[config.mk]
export PLATFORM = sky130hd
export DESIGN_NAME = note_highway
export DESIGN_NICKNAME = d
export VERILOG_FILES = /design/src/rtl/note_pkg.sv /design/src/rtl/tick_edge.sv /design/src/rtl/note_highway.sv
export SDC_FILE = /design/constraint.sdc
export NUM_CORES = 1
export LEC_CHECK = 0
export CAP_MARGIN = 25
export CORE_MARGIN = 2
export CORE_UTILIZATION = 30
export CTS_CLUSTER_SIZE = 8
export DETAILED_ROUTE_END_ITERATION = 7
export GPL_TIMING_DRIVEN = 0
export SLEW_MARGIN = 5
export SYNTH_ARGS = -nofsm -noshare
export SYNTH_HDL_FRONTEND = slang
export SYNTH_SLANG_ARGS = --single-unit
[constraint.sdc]
create_clock -name clock -period 5.22 [get_ports clock]
set_input_delay 1.566 -clock clock [delete_from_list [all_inputs] [get_ports clock]]
set_output_delay 1.566 -clock clock [all_outputs]
set_load 0.005 [all_outputs]
[src/rtl/note_pkg.sv]
// Shared constants and types for the note highway.
//   ROWS / ADDR_W  : default highway depth and chart ROM address width
//   chart word     : lanes in [15:12], delay in [11:0], 16'h0000 ends the chart
//   state_e        : playback FSM states
package note_pkg;

  localparam int unsigned ROWS    = 16;
  localparam int unsigned ADDR_W  = 8;
  localparam int unsigned LANES   = 4;
  localparam int unsigned WORD_W  = 16;
  localparam int unsigned DELAY_W = 12;

  localparam int unsigned LANES_MSB = 15;
  localparam int unsigned LANES_LSB = 12;
  localparam int unsigned DELAY_MSB = 11;
  localparam int unsigned DELAY_LSB = 0;

  localparam logic [WORD_W-1:0] END_MARKER = 16'h0000;

  typedef enum logic [2:0] {
    S_IDLE  = 3'd0,
    S_FETCH = 3'd1,
    S_LOAD  = 3'd2,
    S_WAIT  = 3'd3,
    S_DONE  = 3'd4
  } state_e;

endpackage

[src/rtl/tick_edge.sv]
// Game-tick detector: one-clock pulse on each gameclk rising edge.
//   clock, reset : clock and synchronous active-high reset
//   gameclk_i    : game-tick level, synchronous to clock
//   tick_c       : combinational pulse, high while gameclk is 1 and last sample was 0
module tick_edge (
  input  logic clock,
  input  logic reset,
  input  logic gameclk_i,
  output logic tick_c
);

  logic sample_q;

  // One-clock registered sample of the level
  always_ff @(posedge clock) begin
    if (reset) sample_q <= 1'b0;
    else       sample_q <= gameclk_i;
  end

  assign tick_c = gameclk_i & ~sample_q;

endmodule

[src/rtl/note_highway.sv]
// Note highway: plays a chart from ROM into a scrolling array of lane rows.
//   clock, reset   : clock and synchronous active-high reset
//   gameclk        : game-tick level; each rising edge scrolls the highway
//   start          : pulse in IDLE begins chart playback
//   hit            : per-lane clear of row 0 (ignored on a tick cycle)
//   chart_addr     : chart ROM address; chart_data returns one clock later
//   intersections  : row 0 occupancy
//   highway        : all rows, row r at bits [4r+3:4r]
//   miss           : pulse when a non-empty row 0 scrolls off
//   busy / done    : not IDLE / DONE with an empty highway
module note_highway
  import note_pkg::*;
#(
  parameter int unsigned ROWS   = note_pkg::ROWS,
  parameter int unsigned ADDR_W = note_pkg::ADDR_W
) (
  input  logic                  clock,
  input  logic                  reset,
  input  logic                  gameclk,
  input  logic                  start,
  input  logic [LANES-1:0]      hit,
  output logic [ADDR_W-1:0]     chart_addr,
  input  logic [WORD_W-1:0]     chart_data,
  output logic [LANES-1:0]      intersections,
  output logic [LANES*ROWS-1:0] highway,
  output logic                  miss,
  output logic                  busy,
  output logic                  done
);

  logic                       tick_c;
  state_e                     state_q, state_d;
  logic [ROWS-1:0][LANES-1:0] rows_q, rows_d;
  logic [ADDR_W-1:0]          addr_q, addr_d;
  logic [LANES-1:0]           pend_lanes_q, pend_lanes_d;
  logic [DELAY_W-1:0]         pend_cnt_q, pend_cnt_d;
  logic                       tick_pend_q, tick_pend_d;
  logic                       miss_q, miss_d;
  logic                       busy_q, busy_d;
  logic                       done_q, done_d;

  tick_edge u_tick_edge (
    .clock     (clock),
    .reset     (reset),
    .gameclk_i (gameclk),
    .tick_c    (tick_c)
  );

  // Next-state: scrolling, hit clearing, chart walk and spawn countdown
  always_comb begin
    state_d      = state_q;
    rows_d       = rows_q;
    addr_d       = addr_q;
    pend_lanes_d = pend_lanes_q;
    pend_cnt_d   = pend_cnt_q;
    tick_pend_d  = tick_pend_q;
    miss_d       = 1'b0;

    // A tick outside IDLE always shifts with an empty spawn; WAIT may overwrite the spawn row
    if (tick_c && (state_q != S_IDLE)) begin
      miss_d = |rows_q[0];
      for (int unsigned r = 0; r < ROWS - 1; r++) begin
        rows_d[r] = rows_q[r+1];
      end
      rows_d[ROWS-1] = '0;
    end else begin
      rows_d[0] = rows_q[0] & ~hit;
    end

    case (state_q)
      S_IDLE: begin
        addr_d      = '0;
        tick_pend_d = 1'b0;
        if (start) state_d = S_FETCH;
      end
      S_FETCH: begin
        if (tick_c) tick_pend_d = 1'b1;
        state_d = S_LOAD;
      end
      S_LOAD: begin
        if (tick_c) tick_pend_d = 1'b1;
        pend_lanes_d = chart_data[LANES_MSB:LANES_LSB];
        pend_cnt_d   = chart_data[DELAY_MSB:DELAY_LSB];
        addr_d       = ADDR_W'(addr_q + 1'b1);
        state_d      = (chart_data == END_MARKER) ? S_DONE : S_WAIT;
      end
      S_WAIT: begin
        // A tick seen during FETCH/LOAD already shifted rows; here it only counts down
        if (tick_c || tick_pend_q) begin
          tick_pend_d = 1'b0;
          if (pend_cnt_q == '0) begin
            rows_d[ROWS-1] = pend_lanes_q;
            state_d        = S_FETCH;
          end else begin
            pend_cnt_d = DELAY_W'(pend_cnt_q - 1'b1);
          end
        end
      end
      S_DONE: begin
        tick_pend_d = 1'b0;
      end
      default: begin
        state_d = S_IDLE;
      end
    endcase

    busy_d = (state_d != S_IDLE);
    done_d = (state_d == S_DONE) && (rows_d == '0);
  end

  // State and registered outputs
  always_ff @(posedge clock) begin
    if (reset) begin
      state_q      <= S_IDLE;
      rows_q       <= '0;
      addr_q       <= '0;
      pend_lanes_q <= '0;
      pend_cnt_q   <= '0;
      tick_pend_q  <= 1'b0;
      miss_q       <= 1'b0;
      busy_q       <= 1'b0;
      done_q       <= 1'b0;
    end else begin
      state_q      <= state_d;
      rows_q       <= rows_d;
      addr_q       <= addr_d;
      pend_lanes_q <= pend_lanes_d;
      pend_cnt_q   <= pend_cnt_d;
      tick_pend_q  <= tick_pend_d;
      miss_q       <= miss_d;
      busy_q       <= busy_d;
      done_q       <= done_d;
    end
  end

  assign chart_addr    = addr_q;
  assign intersections = rows_q[0];
  assign highway       = rows_q;
  assign miss          = miss_q;
  assign busy          = busy_q;
  assign done          = done_q;

endmodule
After elaboration in Yosys (flattened, before gate mapping)
Cells that the tools add are included.
{ "word_totals": {"regBits": 96, "input_bits": 24, "out_inout_bits": 79, "word_cells": 75} }
{ "op_classes": {"addsub": 2, "eq_ne": 8, "mux": 17, "bitwise_logic": 5, "reduce_logical": 18} }
{ "op_table": {"columns": ["op", "count"], "rows": [
  ["$logic_not 64->1", 1],
  ["$mux 60", 1],
  ["$mux 12", 2],
  ["$pmux 12 s2", 1],
  ["$logic_not 16->1", 1],
  ["$mux 4", 4],
  ["$pmux 8 s2", 1],
  ["$pmux 3 s5", 1],
  ["$logic_not 12->1", 1],
  ["$mux 3", 4],
  ["$sub 12x1->12 const B", 1],
  ["$reduce_bool 3->1", 3],
  ["$add 8x1->8 const B", 1],
  ["$eq 3x2->1 const B", 2],
  ["$eq 3x3->1 const B", 2],
  ["$reduce_and 3->1", 2],
  ["$reduce_or 2->1", 3],
  ["$and 4x4->4", 1],
  ["$ne 2x2->1 const B", 2],
  ["$not 4->4", 1],
  ["$reduce_bool 2->1", 2],
  ["$reduce_or 4->1", 1],
  ["$eq 3x1->1 const B", 1],
  ["$logic_not 3->1", 1],
  ["7 further kinds", 10]
]} }

Longest topological paths before layout
Gate-level depths: netlist of the first run.
{ "depth": {"depth_word": 9, "ltp_mapped": 9, "depth_no_buf": 7} }

Modules after synthesis
From an unflattened synthesis of the first run, not the netlist that was laid out.
{ "hier_totals": {"hier_cells": 527, "hier_area_um2": 4082.7} }
{ "modules_own_cells": {"columns": ["mod", "n_inst", "cells_per_inst", "area_per_inst_um2", "seq_area_each_um2"], "rows": [
  ["note_highway", 1, 524, 4035.1, 1901.8],
  ["tick_edge", 1, 3, 47.5, 20.0]
]} }

Least setup slack after synthesis of the first run
Ideal clock, no wire load.
{ "synth_timing": {"path_type": "input to register", "startpoint": "input port gameclk", "endpoint": "register done_q, in the netlist done", "setup_time_ns": 0.087, "t_arrival_ns": 2.762, "required_ns": 5.133, "slack_ns": 2.371, "stages": 5, "path_buffers": 0, "cell_sequence": "nor2b_1 o21ai_0 or3_1 o2111ai_1 nor4b_2"} }
{ "synth_between": {"elab_chain_len": 8, "elab_cells_between_ends": 13, "classes_between": "1 x eq/ne; 7 x mux; 1 x bitwise; 4 x reduce/logical"} }
{ "synth_rtl": {"columns": ["item", "line_no", "rtl"], "rows": [
  ["from (decl)", "note_highway.sv:19", "input logic gameclk,"],
  ["$and 1x1->1 *", "tick_edge.sv:20", "assign tick_c = gameclk_i & ~sample_q;"],
  ["$logic_and 1x1->1", "note_highway.sv:60", "if (tick_c && (state_q != S_IDLE)) begin"],
  ["$mux 60", "note_highway.sv:60", null],
  ["$mux 4", "note_highway.sv:91", "if (pend_cnt_q == '0) begin"],
  ["$mux 4", "note_highway.sv:89", "if (tick_c || tick_pend_q) begin"],
  ["$mux 4", "note_highway.sv:70", "case (state_q)"],
  ["$logic_not 64->1", "note_highway.sv:108", "done_d = (state_d == S_DONE) && (rows_d == '0);"],
  ["$logic_and 1x1->1 *", "note_highway.sv:108", null],
  ["to (signal assigned)", "note_highway.sv:132", "done_q <= done_d;"],
  ["to (decl)", "note_highway.sv:40", "logic done_q, done_d;"]
]} }
Every way passes the cells marked *; elsewhere a longest branch is shown, timed or not.
A chain may end at the register's enable or synchronous reset.

Worst setup path in the final report of the first run
{ "layout_timing": {"startpoint": "input port gameclk", "endpoint": "register rows_q, in the netlist highway[19]"} }
{ "layout_between": {"elab_chain_len": 3} }
{ "layout_rtl": {"columns": ["item", "line_no", "rtl"], "rows": [
  ["$and 1x1->1", "tick_edge.sv:20", null],
  ["$logic_and 1x1->1", "note_highway.sv:60", null],
  ["$mux 60", "note_highway.sv:60", null],
  ["to (signal assigned)", "note_highway.sv:125", "rows_q <= rows_d;"],
  ["to (decl)", "note_highway.sv:33", "logic [ROWS-1:0][LANES-1:0] rows_q, rows_d;"]
]} }
No other way between the ends.

==> run_results.csv, run 1 <==
group,metric,value,unit
status,outcome,"finished, final reports clean",
synthesis,synth_edf_count,0,
clock_tree,cts-resized-gates,0,
critical_path,critPathRequiredTime,5.50,ns
route,wl_met1,5380,um
global_route,grt_overflow,0,
pwr,p_leak,0.00189,uW
sta,finalCritPeriodShare,62.2,%
cells_and_area,drive_gt1_share,6.87,%
global_route,track_usage,16.3,%
die,die_h,121,um
critical_path,startpoint_type,"input port",
route,drt-total-wl,12100,um
route,drc,0,
clock_tree,cts_tree,"done",
place,gp_congestion,0.828,
place,port_buffers,102,
global_route,grt_pass1_vias,3799,
cells_and_area,finalCoreUtilization,42.8,%
synthesis,synth_seq_area_share,46.5,%
clock_tree,cts.sinks,96,
route,met3_length,826,um
critical_path,cpMostUsedCell,"clkbuf_1",
die,dieArea,14700,sq um
critical_path,crit_type,"in2reg",
route,vias,4167,
sta,fin_skew,0.0113,ns
critical_path,crit_slowest_cell,"clkdlybuf4s50_1",
cells_and_area,finalNetCount,676,
route,highest_layer,"met4",
global_route,grt_max_degree,18,
cells_and_area,final_cell_mix,"nand2_1, clkdlybuf4s50_1, dfxtp_1",
cells_and_area,syn_to_final_growth,38.2,%
place,dp.final_hpwl,9210,um
clock_tree,cts_setup_buffers,0,
sta,rsz0062_at_grt,"no",
place,dp.cells,815,
sta,setup_tns,0,ns
worst_hold_path,min_path_type,"reg2reg",
critical_path,crit_chain,"clkdlybuf4s50_1 -> nand2b_1 -> nor2_1 -> clkbuf_1 -> clkbuf_1 -> nand2_1 -> a21oi_1",
die,pin_count,103,
synthesis,syn_area_per_cell,7.70,sq um
route,ant_nets,0,
clock_tree,clkTransAtPathRegs,0.08,ns
job,maxCapViolations,0,
clock_tree,clk_latency,0.35,ns
sta,maxSlewHeadroom,36.7,%
route,drt-vias-per-instance,5.01,
sta,worst_slack,1.97,ns
cells_and_area,layout.cells.non_filler,831,
sta,min_period,3.25,ns
global_route,grt_first_pass_wirelength,19000,um
route,wire_per_inst,14.6,um
pwr,ir_drop,0.141,mV
sta,whs,0.473,ns
route,drtPass1Iterations,4,
synthesis,ys.warnings.count,0,
place,post-place-ws,1.62,ns
critical_path,max_stage_delay,0.52,ns
die,rows,42,
clock_tree,cts_hold_buffers,0,
die,core_region_area,13300,sq um
clock_tree,cts_buffers,9,
synthesis,synth.distinct_cells,44,
clock_tree,clockRootBuffer,"clkbuf_16",
synthesis,synth-async-reset-ratio,0,%
route,first_iter_violations,246,
die,die-width,121,um
synthesis,synth_nets,563,
clock_tree,htreeDepth,3,
synthesis,synth-seq-cells,96,
sta,finalHoldViolCount,0,
cells_and_area,antenna_cells,0,
pwr,power_density,296,nW/um^2
sta,setup_viol,0,
clock_tree,ctsLongestPathBuffers,2,
synthesis,netlist_area,4130,sq um
synthesis,synthCells,537,
cells_and_area,mostFrequentLayoutCell,"nand2_1",
critical_path,arrival,3.53,ns
critical_path,cp-end-kind,"flop",
sta,worst_pin_slew,0.943,ns
route,met2WireLength,5740,um
sta,slew_violations,0,
critical_path,crit_path_max_fanout,10,
synthesis,synth_ff_type,"dfxtp_1",
die,initial_core_util,31.0,%
global_route,antenna_found_initial,0,
sta,fmax,308,MHz
[power breakdown]
part	internal, uW	switching (uW)
combinational	73.9	118
clock	441	302
sequential	745	11.5
total	1260	431
[synthesized netlist by cell type (all sizes together) (5+ instances only)]
cell type	instances	area, sq um
clkbuf	30	113
dfxtp	96	1920
nand4	7	43.8
nor3	13	65.1
or3	6	37.5
or2	10	62.6
nand2	139	522
a21oi	92	494
inv	7	26.3
buf	8	67.6
o21ai	16	80.1
o211ai	5	37.5
nor2	40	158
nor4	24	150
[logic make-up after synthesis]
family,share of synthesized area [%]
simple gates,29.3
compound gates,17.0
flops,46.5
buf+inv,5.00
mux,0.999
xor+xnor,0.636
fa+ha+maj,0.605
[metrics by stage]
stage / area, sq um / total power [uW]
6_report: 5710 / 1690
5_1_grt: 5710 / 1750
4_1_cts: 5710 / 1700
3_5_place_dp: 5370 / 964
3_3_place_gp: 5370 / 962
2_1_floorplan: 4130 / 902
[per-layer routing]
| metal | track usage [%] | up-vias |
|---|---|---|
| li1 | - | 2067 |
| met1 | 20.4 | 1944 |
| met2 | 27.3 | 143 |
| met3 | 4.98 | 13 |
| met4 | 4.38 | 0 |
| met5 | 0 | - |
[final cells by class]
cell class | count | area [sq um]
Sequential cell | 96 | 1920
Buffer | 38 | 180
Multi-Input combinational cell | 396 | 2000
Clock buffer | 10 | 239
Clock inverter | 6 | 97.6
Timing Repair Buffer | 102 | 1020
Tap cell | 176 | 220
Inverter | 7 | 26.3
Fill cell | 1368 | 7640
[state kept, by name, indices dropped and copies added (netlist names)]
name,flops
tick_pend_q,1
miss,1
pend_lanes_q,4
highway,60
intersections,4
busy,1
pend_cnt_q,12
chart_addr,8
done,1
u_tick_edge.sample_q,1
state_q,3
[path summary, 6_finish.rpt]
check                   to             from  slack [ns]  cells past startpoint
max            highway[19]          gameclk        1.97                      7
min            highway[63]  pend_lanes_q[3]        0.47                      2
max reg2reg  pend_cnt_q[1]    pend_cnt_q[0]        2.66                      9
min reg2reg    highway[63]  pend_lanes_q[3]        0.47                      2
[worst max-delay path, delay by kind of cell]
kind / cells / cell delay [ns]
AND/OR/NAND/NOR: 3 / 0.53
buffers and inverters: 3 / 1.29
AO/OA/AOI/OAI: 1 / 0.13
No activity file was read; power rests on OpenSTA's default activity.
==> run 2: changes to the inputs <==
Clock period 5.22 ns to 2.6 ns, I/O delays scaled along.
==> run_results.csv, run 2 (synthesized netlist as in run 1, its figures left out) <==
group,metric,value,unit
die,core_region_area,13300,sq um
pwr,p_comb_share,11.6,%
sta,fin_skew,0.0115,ns
cells_and_area,drive_gt1_share,8.38,%
critical_path,max_stage_delay,0.53,ns
pwr,p_total,3400,uW
pwr,clockPowerShare,43.8,%
place,port_buffers,102,
die,die_h,121,um
route,vias,4144,
route,wire_per_inst,14.6,um
clock_tree,cts.sinks,96,
cells_and_area,largest_reg_flops,60,
place,placed_cell_area,5370,sq um
critical_path,crit_path_max_fanout,8,
sta,slew_violations,0,
global_route,grt_pass1_vias,3799,
cells_and_area,fill_cells,1365,
clock_tree,cts_buffers,9,
sta,finalHoldViolCount,0,
route,drc,0,
critical_path,critPathLaunch,"pend_cnt_q[1]",
clock_tree,clockRootBuffer,"clkbuf_16",
pwr,p_sw,867,uW
route,drt-total-wl,12200,um
critical_path,crit_type,"reg2reg",
clock_tree,cts_hold_buffers,0,
route,drt-vias-per-instance,4.98,
sta,setup_viol,0,
die,dieArea,14700,sq um
die,rows,42,
clock_tree,htreeDepth,3,
critical_path,endpoint,"pend_cnt_q[8]",
global_route,grt_first_pass_wirelength,19000,um
critical_path,arrival,2.76,ns
route,first_iter_violations,260,
status,outcome,"finished, final reports clean",
sta,min_period,2.48,ns
critical_path,crit_slowest_cell,"or4_4",
cells_and_area,finalCoreUtilization,43.0,%
clock_tree,clk_latency,0.35,ns
sta,fmax,404,MHz
sta,rsz0062_at_grt,"no",
cells_and_area,syn_to_final_growth,39.0,%
critical_path,startpoint_type,"flop",
route,drtPass1Iterations,5,
die,pin_count,103,
global_route,grt_overflow,0,
critical_path,r2r-end,"pend_cnt_q[8]",
clock_tree,cts_tree,"done",
global_route,antenna_found_initial,0,
sta,maxSlewHeadroom,39.3,%
critical_path,r2r_cells,9,
cells_and_area,final_cell_mix,"nand2_1, clkdlybuf4s50_1, dfxtp_1",
pwr,p_int,2530,uW
place,dp.final_hpwl,9210,um
critical_path,cp-end-kind,"flop",
sta,worst_slack,0.123,ns
critical_path,crit_chain,"inv_1 -> ha_4 -> or4b_4 -> or4_4 -> buf_6 -> a21oi_4 -> buf_2 -> o21ai_1 -> a21oi_2",
sta,whs,0.473,ns
cells_and_area,finalNetCount,677,
pwr,p_leak,0.00192,uW
clock_tree,clkTransAtPathRegs,0.08,ns
sta,worst_pin_slew,0.903,ns
route,ant_nets,0,
global_route,track_usage,16.3,%
critical_path,critPathRequiredTime,2.88,ns
place,gp_congestion,0.828,
worst_hold_path,min_path_type,"reg2reg",
sta,finalCritPeriodShare,95.3,%
cells_and_area,antenna_cells,0,
cells_and_area,stdcell_area,5740,sq um
pwr,ir_drop,0.283,mV
die,die-width,121,um
critical_path,reg2reg_from,"pend_cnt_q[1]",
die,initial_core_util,31.0,%
job,maxCapViolations,0,
pwr,p_sw_share,25.5,%
global_route,grt_max_degree,18,
critical_path,reg2reg_slack,0.12,ns
cells_and_area,mostFrequentLayoutCell,"nand2_1",
place,post-place-ws,-0.217,ns
clock_tree,ctsLongestPathBuffers,2,
pwr,seq_power_share,44.6,%
pwr,power_density,592,nW/um^2
run 2: how the worst min path moves through the flow:
stage | depth (start not counted) | end | from | slack, ns
after detailed placement | 2 | pend_lanes_q[1] | pend_lanes_q[1] | 0.47
after global routing | 2 | pend_lanes_q[1] | pend_lanes_q[1] | 0.50
after CTS | 2 | highway[63] | pend_lanes_q[3] | 0.48
after floorplan | 2 | highway[63] | pend_lanes_q[3] | 0.44
after global placement | 2 | pend_lanes_q[1] | pend_lanes_q[1] | 0.46
final | 2 | highway[63] | pend_lanes_q[3] | 0.47
run 2: area by class of cell:
type	instances	area [sq um]	area share, %
plain buffers	38	188	3.27
clock buffers	10	239	4.16
clock inverters	6	97.6	1.70
inverters	7	26.3	0.458
multi-input cells	396	2020	35.2
flip-flops and latches	96	1920	33.5
well taps	176	220	3.83
repair buffers	103	1030	17.9
run 2: routing by layer:
layer  vias to the layer above  wire (um)  track usage, %
li1                       2071          -               -
met2                       139       5760            27.3
met3                        13        811            4.98
met5                         -          0               0
met4                         0        182            4.38
met1                      1921       5410            20.4
run 2: metrics by stage:
| stage | setup TNS (ns) | std cells |
|---|---|---|
| after detailed placement | -11.14 | 815 |
| after global routing | 0 | 832 |
| final | 0 | 832 |
| after global placement | -10.55 | 815 |
| after floorplan | 0 | 537 |
| after CTS | 0 | 831 |
run 2: power by group through the flow:
stage / Sequential (uW) / Combinational, uW / Clock, uW
finish: 1520 / 393 / 1490
global route: 1520 / 431 / 1570
CTS: 1520 / 386 / 1520
detailed placement: 1550 / 384 / 0
global placement: 1550 / 382 / 0
floorplan: 1550 / 265 / 0
run 2: critical path: cells and delay by family, from the launching register on:
| kind | cells | cell delay (ns) |
|---|---|---|
| adders and majority gates | 1 | 0.16 |
| DFF | 1 | 0.33 |
| buffers and inverters | 3 | 0.47 |
| and+or+nand+nor | 2 | 1.03 |
| AOI/OAI and AO/OA | 3 | 0.42 |
run 2: what timing repair did:
item,4_1_cts,5_1_grt
resized for setup,0,17
endpoints found under the setup margin,0,59
hold endpoints to repair,0,0
buffers inserted,0,0
